--- src/rtl/pulse_train_pkg.sv ---
// pulse_train_pkg: state encoding and default widths shared by the pulse train transmitter
package pulse_train_pkg;
  typedef enum logic [1:0] {
    IDLE = 2'b00,
    HIGH = 2'b01,
    GAP  = 2'b10,
    DONE = 2'b11
  } state_t;
  localparam int CNT_W_DEF = 4;
  localparam int GAP_W_DEF = 4;
endpackage

--- src/rtl/pulse_train_cnt.sv ---
// pulse_train_cnt: loadable saturating down-counter with zero and one flags
module pulse_train_cnt #(
  parameter int W = 4
) (
  input  logic         clk,
  input  logic         rst,
  input  logic         load_i,
  input  logic         dec_i,
  input  logic [W-1:0] val_i,
  output logic         zero_o,
  output logic         one_o
);
  logic [W-1:0] cnt_q, cnt_d;
  // load wins over decrement; decrement stops at zero so the count never wraps
  always_comb cnt_d = load_i ? val_i : (dec_i && cnt_q != '0) ? cnt_q - W'(1) : cnt_q;
  // count register
  always_ff @(posedge clk or posedge rst)
    if (rst) cnt_q <= '0;
    else cnt_q <= cnt_d;
  assign zero_o = cnt_q == '0;
  assign one_o  = cnt_q == W'(1);
endmodule

--- src/rtl/pulse_train_tx.sv ---
// pulse_train_tx: Moore FSM emitting n one-cycle pulses separated by max(gap_len,1) low cycles
module pulse_train_tx
  import pulse_train_pkg::*;
#(
  parameter int CNT_W = CNT_W_DEF,
  parameter int GAP_W = GAP_W_DEF
) (
  input  logic             clk,
  input  logic             rst,
  input  logic             start,
  input  logic [CNT_W-1:0] n_pulses,
  input  logic [GAP_W-1:0] gap_len,
  output logic             ready,
  output logic             busy,
  output logic             x,
  output logic             done
);
  state_t state_q, state_d;
  logic [GAP_W-1:0] gap_q, gap_d;
  logic pc_load, pc_zero, pc_one, pc_last;
  logic gc_load, gc_zero, gc_one, gc_last;
  assign pc_load = state_q == IDLE && start && n_pulses != '0;
  assign pc_last = pc_one || pc_zero;
  assign gc_load = state_q == HIGH && !pc_last;
  assign gc_last = gc_one || gc_zero;
  assign gap_d   = pc_load ? (gap_len == '0 ? GAP_W'(1) : gap_len) : gap_q;
  pulse_train_cnt #(.W(CNT_W)) u_pulse_cnt (
    .clk    (clk),
    .rst    (rst),
    .load_i (pc_load),
    .dec_i  (state_q == HIGH),
    .val_i  (n_pulses),
    .zero_o (pc_zero),
    .one_o  (pc_one)
  );
  pulse_train_cnt #(.W(GAP_W)) u_gap_cnt (
    .clk    (clk),
    .rst    (rst),
    .load_i (gc_load),
    .dec_i  (state_q == GAP),
    .val_i  (gap_q),
    .zero_o (gc_zero),
    .one_o  (gc_one)
  );
  // state and effective-gap registers
  always_ff @(posedge clk or posedge rst)
    if (rst) begin
      state_q <= IDLE;
      gap_q   <= '0;
    end else begin
      state_q <= state_d;
      gap_q   <= gap_d;
    end
  // next state; the zero flags guard against leaving HIGH/GAP on a stale count
  always_comb begin
    state_d = IDLE;
    case (state_q)
      IDLE:    state_d = start ? (n_pulses != '0 ? HIGH : DONE) : IDLE;
      HIGH:    state_d = pc_last ? DONE : GAP;
      GAP:     state_d = gc_last ? HIGH : GAP;
      DONE:    state_d = IDLE;
      default: state_d = IDLE;
    endcase
  end
  // outputs decoded from the registered state only
  always_comb begin
    ready = state_q == IDLE;
    busy  = state_q == HIGH || state_q == GAP;
    x     = state_q == HIGH;
    done  = state_q == DONE;
  end
endmodule

--- config.mk ---
export PLATFORM = sky130hd
export DESIGN_NAME = pulse_train_tx
export DESIGN_NICKNAME = d
export VERILOG_FILES = /design/src/rtl/pulse_train_pkg.sv /design/src/rtl/pulse_train_cnt.sv /design/src/rtl/pulse_train_tx.sv
export SDC_FILE = /design/constraint.sdc
export NUM_CORES = 1
export LEC_CHECK = 0
export CAP_MARGIN = 20
export CORE_UTILIZATION = 46
export DETAILED_ROUTE_END_ITERATION = 6
export GPL_ROUTABILITY_DRIVEN = 0
export GPL_TIMING_DRIVEN = 0
export PLACE_DENSITY = 0.82
export SETUP_SLACK_MARGIN = 0.1
export SYNTH_ARGS = -nofsm -noshare
export SYNTH_HDL_FRONTEND = slang
export SYNTH_SLANG_ARGS = --single-unit
--- constraint.sdc ---
create_clock -name clk -period 1.55 [get_ports clk]
set_input_delay 0.465 -clock clk [delete_from_list [all_inputs] [get_ports clk]]
set_output_delay 0.465 -clock clk [all_outputs]
set_load 0.03 [all_outputs]
==> flow_summary.toml, run 1 <==
[place]
portBuffers = 14
hpwl_um = 1318
place_area_um2 = 1061
place_inst = 126

[layout]
nets = 153
area_delta_synth_final_pct = 68.30
final_cells = 156
layout-drive-gt1-share_pct = 52.67
multi_input_area_um2 = 640.6
fill_cells = 105
fin_util_pct = 83.73
diodes = 0
fin_area_um2 = 1461
area.sequential_um2 = 350.3

[synth]
synth_seq_cells = 14
synthDistinctLibCells = 25
syn_area_um2 = 868.3
synth_cells = 87
synthesis.nets = 108
avgSynthCellArea_um2 = 9.981
synth_warnings = 0
yosysSeqAreaShare_pct = 40.35

[worst_setup_path]
arrival_ns = 1.85
criticalPathCategory = "flip-flop to flip-flop"
r2r_end = "u_gap_cnt.cnt_q[3]"
worst_r2r_startpoint = "state_q[0]"
r2r_slack_ns = -0.10
critPathMaxFanout = 3
crit_path_end_kind = "flip-flop"
crit_path_start = "state_q[0]"
worstPathRequired_ns = 1.75
r2r_cells = 7
critPathLaunchType = "flip-flop"
crit_path_end = "u_gap_cnt.cnt_q[3]"

[power]
power.leakage_nw = 0.6463
ir_drop_uv = 1193
power_density_nw_per_um2 = 2145

[routing]
antenna_left = 0
drt_iter0_drc = 10
finalWirelength_um = 2725
via_per_inst = 5.641
post_drt_wl_per_cell_um = 17.47
num_vias = 880
drc_errors = 0
first_pass_iters = 4

[clock_tree]
h-tree-depth = 1
postCtsHoldBufs = 0
cts_sinks = 14
cts_made_buffers = 3
path_clk_slew_ns = 0.09
clockBufferDepth = 2
clk_latency_ns = 0.28
cts-root-buf = "clkbuf_4"
cts_tree = "done"

[hold_path]
hp-class = "input pin to flip-flop"

[floorplanning]
initial_core_util_pct = 49.75
core-area_um2 = 1745
chipWidth_um = 45.45
rows = 15
die_h_um = 45.45
boundaryPins = 15
die-area_um2 = 2065

[sta]
max_slew.worst_pin.slew_ns = 0.5450
min_period_ns = 1.653
slew_headroom_pct = 63.63
finalHoldViolCount = 0
setup_viol = 7
finalCritPeriodShare_pct = 106.7
fmax_ghz = 0.6049
worst_slack_ns = -0.1032
skew_ns = 0.005624
final.setup.tns_ns = -0.3400
rsz0062_at_grt = "true"
fin_hold_ws_ns = 0.4150
maxSlewViolCount = 0

[global_routing]
grt_max_degree = 15
antenna_found_initial = 0
grt_pass1_wl_um = 3360
overflow = 0
grt_pass1_vias = 763
grt.total_usage_pct = 22.99

[run_status]
violations = "setup timing"
status = "finished with violations"

[job]
drv_cap = 0
==> flip-flops by register name, summed over array words and instances (netlist names) <==
| name | count |
|---|---|
| gap_q | 4 |
| u_gap_cnt.cnt_q | 4 |
| u_pulse_cnt.cnt_q | 4 |
| state_q | 2 |
==> report_power, final <==
group	switching, mW	internal, mW	leakage (nW)	total (mW)
combinational	1.01	1.11	0.461	2.12
clock	0.125	0.143	0.0210	0.268
sequential	0.203	0.547	0.165	0.750
==> logic make-up (layout without fill, tap and decap cells) <==
group | Yosys count | after routing | synth area share [%]
and+or+nand+nor | 27 | 27 | 17.29
xor gates and xnor gates | 2 | 2 | 2.018
adders and majority gates | 10 | 10 | 14.41
muxes | 4 | 4 | 6.484
AOI/OAI and AO/OA | 21 | 21 | 14.70
buffers and inverters | 9 | 53 | 4.755
DFF | 14 | 14 | 40.35
==> final cells by class <==
type                            count  share of cell area (%)
Buffer                              1                  0.7705
Clock buffer                        4                   2.483
Inverter                            8                   2.055
Multi-Input combinational cell     64                   43.84
Sequential cell                    14                   23.97
Tap cell                           25                   2.140
Timing Repair Buffer               40                   24.74
==> stage by stage <==
| step | setup slack [ns] | power [mW] |
|---|---|---|
| detailed placement | -0.6038 | 1.862 |
| global placement | -0.5913 | 1.797 |
| floorplan | -0.1219 | 1.566 |
| CTS | -0.06012 | 2.579 |
| global route | -0.1290 | 3.302 |
| finish | -0.1032 | 3.134 |
==> cells in the mapped netlist, drive strengths merged <==
cell type / number / share of area, %
dfrtp: 14 / 40
ha: 10 / 14
inv: 8 / 3.5
a21oi: 7 / 4.0
nor2: 7 / 3.0
o21ai: 7 / 4.0
nand2: 5 / 2.2
mux2: 4 / 6.5
nand3: 4 / 2.3
nor3: 4 / 2.3
a2bb2oi: 2 / 2.0
or4b: 2 / 2.3
xnor2: 2 / 2.0
a21o: 1 / 0.86
a31oi: 1 / 0.72
and3: 1 / 1.3
buf: 1 / 1.3
nand2b: 1 / 0.72
nand4b: 1 / 1.0
nor3b: 1 / 0.86
o21a: 1 / 0.86
o22ai: 1 / 0.72
o31ai: 1 / 1.4
or4: 1 / 1.3
==> cells in the final DEF, fill, tap and decap left out, types with 2 or more instances in the layout <==
master,count
buf_4,21
buf_6,13
mux2_4,4
nor3_1,2
inv_2,5
clkbuf_4,3
clkdlybuf4s50_1,5
ha_4,5
or4b_4,2
nand3_1,4
inv_1,3
nand2_1,5
a21oi_2,2
o21ai_1,4
nor2_1,6
dfrtp_1,14
o21ai_2,2
xnor2_1,2
ha_1,5
a21oi_1,4
==> critical path, cell delays in order, from the launching register on <==
cell	delay, ns
dfrtp_1	0.41
inv_2	0.10
buf_6	0.10
ha_4	0.12
or4b_4	0.46
nor3_2	0.12
a21oi_1	0.08
a21oi_1	0.17
==> layer usage <==
metal  GRT usage, %  part of all wire [%]
met4          3.636                   2.9
met1          29.44                    38
met5              0                     0
met2          41.14                    55
met3          3.571                   4.1
==> how the worst min path moves through the flow <==
stage                      startpoint              endpoint  slack, ns  cells past startpoint
after global placement       gap_q[1]              gap_q[1]       0.50                      1
after detailed placement     gap_q[3]              gap_q[3]       0.51                      1
after CTS                 n_pulses[2]  u_pulse_cnt.cnt_q[2]       0.42                      3
final                     n_pulses[2]  u_pulse_cnt.cnt_q[2]       0.41                      3
after floorplan                   rst              gap_q[0]       0.35                      1
after global routing      n_pulses[2]  u_pulse_cnt.cnt_q[2]       0.41                      3
==> what timing repair did <==
| item | 4_1_cts | 5_1_grt |
|---|---|---|
| buffers inserted | 16 | 10 |
| endpoints found under the setup margin | 16 | 15 |
| gates resized for setup | 61 | 19 |
| pin swaps | 3 | 8 |
Power figures use the tool's default switching activity.
==> run 2: changes to the inputs <==
Settings changed: MAX_ROUTING_LAYER set to met4, SLEW_MARGIN set to 20.
==> run 2 against run 1 <==
Effect of this change: the run still ends with setup timing left; clock skew up 0.0021 ns; core utilization is the same; fmax grew 1.1%; first-iteration DRC count is the same; cell count unchanged; critical path type unchanged; highest routed layer unchanged.
==> flow_summary.toml, run 2 (synthesis results as in run 1) <==
[layout]
layout_common_cells = "buf_4 (21), dfrtp_1 (14), buf_6 (13)"
fill_cells = 105
largest_registers = "gap_q x4, u_gap_cnt.cnt_q x4, u_pulse_cnt.cnt_q x4"
nets = 153
fin_area_um2 = 1461
area_delta_synth_final_pct = 68.30
fin_util_pct = 83.73
multi_input_area_um2 = 640.6
area.sequential_um2 = 350.3
diodes = 0
final_common_cell = "buf_4"
layout-drive-gt1-share_pct = 52.67

[place]
hpwl_um = 1318
place_area_um2 = 1061
dpl_worst_slack_ns = -0.6038
portBuffers = 14

[sta]
maxSlewViolCount = 0
setup_viol = 7
rsz0062_at_grt = "true"
slew_headroom_pct = 63.53
finalCritPeriodShare_pct = 105.5
finalHoldViolCount = 0
min_period_ns = 1.636
skew_ns = 0.007712
max_slew.worst_pin.slew_ns = 0.5465
fmax_ghz = 0.6114
worst_slack_ns = -0.08557

[global_routing]
grt.busiest_layer = "met2"
overflow = 0
grt_pass1_vias = 768
met2_usage_pct = 41.14
antenna_found_initial = 0
grtUsageMet1_pct = 29.44
grt_max_degree = 15
use_met3_pct = 3.571
grt.total_usage_pct = 23.69
grt_pass1_wl_um = 3360

[power]
p_seq_share_pct = 24.0
p_sw_share_pct = 42.51
p_clk_share_pct = 8.5
ir_drop_uv = 1191
power_density_nw_per_um2 = 2144
p_switching_mw = 1.332
pwr-share-comb_pct = 67.5
power.leakage_nw = 0.6463
internal_power_mw = 1.801

[worst_setup_path]
worstPathRequired_ns = 1.75
critPathMaxFanout = 3
crit_path_end_kind = "flip-flop"
criticalPathCategory = "flip-flop to flip-flop"
critPathLaunchType = "flip-flop"
arrival_ns = 1.83

[routing]
drt_iter0_drc = 10
post_drt_wl_per_cell_um = 17.48
via_per_inst = 5.628
num_vias = 878
finalWirelength_um = 2727
antenna_left = 0
first_pass_iters = 4
drc_errors = 0

[clock_tree]
cts_made_buffers = 3
cts_sinks = 14
path_clk_slew_ns = 0.09
cts-root-buf = "clkbuf_4"
postCtsHoldBufs = 0
clk_latency_ns = 0.28
cts_tree = "done"
h-tree-depth = 1
clockBufferDepth = 2

[run_status]
status = "finished with violations"
violations = "setup timing"

[floorplanning]
core-area_um2 = 1745
initial_core_util_pct = 49.75
boundaryPins = 15
die-area_um2 = 2065
chipWidth_um = 45.45
rows = 15
die_h_um = 45.45

[hold_path]
hp-class = "input pin to flip-flop"

[job]
drv_cap = 0
-- run 2: cell counts in the layout (fill, tap and decap cells not counted) --
No cell type changed its count.
-- run 2: routing by layer --
layer  up-vias  share of wire [%]  routed length, um
met1       433                 38               1044
met4         0                2.8                 75
met3         8                3.4                 94
li1        399                  -                  -
met5         -                  0                  0
met2        38                 55               1513
-- run 2: path summary, 6_finish.rpt --
path / start / endpoint / slack, ns / cells past startpoint
max in group asynchronous: rst / u_gap_cnt.cnt_q[1] / 0.67 / 2
worst min register to register: gap_q[3] / gap_q[3] / 0.53 / 1
worst max register to register: state_q[0] / u_gap_cnt.cnt_q[3] / -0.09 / 7
worst min-delay path: n_pulses[2] / u_pulse_cnt.cnt_q[2] / 0.41 / 3
min in group asynchronous: rst / u_pulse_cnt.cnt_q[1] / 0.52 / 2
worst max-delay path: state_q[0] / u_gap_cnt.cnt_q[3] / -0.09 / 7
-- run 2: area by class of cell --
class / count / area share [%]
plain buffers: 1 / 0.7705
clock buffers: 4 / 2.483
inverters: 8 / 2.055
multi-input cells: 64 / 43.84
flip-flops and latches: 14 / 23.97
well taps: 25 / 2.140
repair buffers: 40 / 24.74
-- run 2: worst max-delay path: stages, from the launching register on --
cell and delay, ns:
dfrtp_1 0.41, inv_2 0.10, buf_6 0.10, ha_4 0.12, or4b_4 0.46, nor3_2 0.11, a21oi_1 0.07, a21oi_1 0.17
-- run 2: stage by stage --
step	total power, mW	instances	setup TNS (ns)	hold slack, ns
floorplan	1.566	87	-0.4847	0.3542
global placement	1.797	126	-5.101	0.4983
detailed placement	1.862	126	-5.374	0.5121
CTS	2.579	146	-0.1794	0.4186
global route	3.301	156	-0.6301	0.4149
finish	3.133	156	-0.3276	0.4148
-- run 2: repair_timing --
item	CTS	global route
gates resized for setup	61	19
endpoints found under the setup margin	16	15
setup buffers	16	10
pin swaps	3	8
hold endpoints to repair	0	0
-- run 2: power groups by stage --
stage / registers [mW] / logic (mW) / clock network [mW]
floorplan: 0.670 / 0.896 / 0
global placement: 0.695 / 1.10 / 0
detailed placement: 0.719 / 1.14 / 0
CTS: 0.724 / 1.59 / 0.265
global route: 0.765 / 2.25 / 0.289
finish: 0.753 / 2.11 / 0.266
==> run 3: changes to the inputs <==
Settings changed: CTS_CLUSTER_SIZE set to 24, REMOVE_ABC_BUFFERS set to 1.
==> run 3 against run 2 <==
Effect of this change: the run still ends with setup timing left; cell count fell by 6.4%; first-iteration DRC count increased by 40%; non-clock buffer count fell by 10; die area unchanged; sequential power down 1%; core utilization is 7.0 points lower; fmax shrank 1.6%; register-to-register slack improved by 0.02 ns; hold slack improved by 0.065 ns.
==> flow_summary.toml, run 3 (synthesis results as in run 1) <==
[run_status]
status = "finished with violations"
violations = "setup timing"

[worst_setup_path]
worstPathCellList = "inv_2, ha_4, buf_6"
slowest_delay_ns = 0.43
critPathLaunchType = "flip-flop"
worstPathRequired_ns = 1.08
crit_path_end_kind = "output pin"
critPathBufInv = 2
criticalPathCategory = "flip-flop to output pin"
r2r_slack_ns = -0.07
arrival_ns = 1.20
path_delay_family = "flip-flops"
cpMaxStageDelayCell = "dfrtp_1"
critPathMaxFanout = 3

[routing]
topRoutingLayerUsed = "met4"
first_pass_iters = 4
drc_errors = 0
wl_met3_um = 60
via_per_inst = 5.233
antenna_left = 0
m1WireLength_um = 887
finalWirelength_um = 2276
routed-wl-met2_um = 1250
post_drt_wl_per_cell_um = 15.59
num_vias = 764
drt_iter0_drc = 14

[floorplanning]
die_h_um = 45.45
chipWidth_um = 45.45
core-area_um2 = 1745
initial_core_util_pct = 49.75
die-area_um2 = 2065
boundaryPins = 15
rows = 15

[layout]
fin_util_pct = 76.77
layout_common_cells = "dfrtp_1 (14), buf_4 (12), buf_6 (8)"
fill_cells = 131
area_delta_synth_final_pct = 54.32
largest_registers = "gap_q x4, u_gap_cnt.cnt_q x4, u_pulse_cnt.cnt_q x4"
diodes = 0
final_cells = 146
final_common_cell = "dfrtp_1"
layout-drive-gt1-share_pct = 45.45
nets = 143

[power]
ir_drop_uv = 1464
power_density_nw_per_um2 = 2127
power.leakage_nw = 0.5996

[sta]
fmax_ghz = 0.6014
skew_ns = 0.004319
max_slew.worst_pin.slew_ns = 0.5180
min_period_ns = 1.663
worst_slack_ns = -0.1129
slew_headroom_pct = 65.43
finalHoldViolCount = 0
finalCritPeriodShare_pct = 107.3
maxSlewViolCount = 0
setup_viol = 6
rsz0062_at_grt = "true"

[global_routing]
grt.total_usage_pct = 25.56
antenna_found_initial = 0
grt_max_degree = 15
grt_pass1_vias = 762
grt_pass1_wl_um = 3387
overflow = 0

[place]
place_inst = 125
portBuffers = 14
hpwl_um = 1384
dpl_worst_slack_ns = -0.5648

[clock_tree]
cts_made_buffers = 3
clockBufferDepth = 2
cts_tree = "done"
h-tree-depth = 1
clk_latency_ns = 0.29
cts-root-buf = "clkbuf_4"
cts_sinks = 14
path_clk_slew_ns = 0.09

[hold_path]
hp-class = "input pin to flip-flop"

[job]
drv_cap = 0
==> run 3: cell types whose count changed in the layout (fill, tap and decap cells not counted), moves of 2 or more <==
cell | before | now
buf_4 | 21 | 12
buf_2 | 0 | 3
a21oi_1 | 4 | 7
buf_6 | 13 | 8
a21oi_2 | 2 | 0
==> run 3: layout make-up <==
cell class / count / area, um^2 / area share (%)
Multi-Input combinational cell: 64 / 609.3 / 45.47
Sequential cell: 14 / 350.3 / 26.14
Timing Repair Buffer: 31 / 282.8 / 21.10
Clock buffer: 4 / 36.28 / 2.708
Tap cell: 25 / 31.28 / 2.334
Inverter: 8 / 30.03 / 2.241
==> run 3: stage by stage <==
| step | power, mW | area [um^2] | TNS (ns) | hold slack (ns) |
|---|---|---|---|---|
| after floorplan | 1.508 | 857.1 | -0.4523 | 0.3542 |
| after global placement | 1.741 | 1028 | -4.552 | 0.5001 |
| after detailed placement | 1.821 | 1028 | -5.138 | 0.5093 |
| after CTS | 2.566 | 1250 | -0.2153 | 0.4559 |
| after global routing | 3.036 | 1340 | -0.6705 | 0.4815 |
| final | 2.850 | 1340 | -0.4230 | 0.4796 |
==> run 3: final timing paths <==
kind,from,cells after the start,to
min in group asynchronous,rst,2,u_pulse_cnt.cnt_q[1]
worst max register to register,state_q[0],6,u_gap_cnt.cnt_q[3]
max in group asynchronous,rst,2,u_gap_cnt.cnt_q[0]
worst max-delay path,state_q[0],3,busy
worst min register to register,gap_q[1],1,gap_q[1]
worst min-delay path,n_pulses[2],3,u_pulse_cnt.cnt_q[2]
==> run 3: power by group <==
part           switching, mW  internal (mW)
clock                  0.126          0.143
combinational          0.863          0.972
sequential             0.198          0.547
total                   1.19           1.66
==> run 3: timing repair <==
| action | CTS | global route |
|---|---|---|
| setup buffers | 13 | 4 |
| pin swaps | 5 | 7 |
| setup endpoints to repair | 16 | 16 |
| gates cloned | 0 | 0 |
| hold buffers | 0 | 0 |
| gates resized for setup | 64 | 15 |
==> run 3: routing by layer <==
layer	vias to the layer above	GRT usage (%)
met5	-	-
met4	0	18.18
met3	6	2.381
met2	24	44.86
met1	357	26.33
li1	377	-
==> run 3: worst register-to-register path, delay by kind of cell (launching register included) <==
family / cells / cell delay (ns)
flip-flops: 1 / 0.43
AO/OA/AOI/OAI: 2 / 0.23
AND/OR/NAND/NOR: 2 / 0.58
adder cells (fa/ha/maj): 1 / 0.17
buffers and inverters: 1 / 0.13
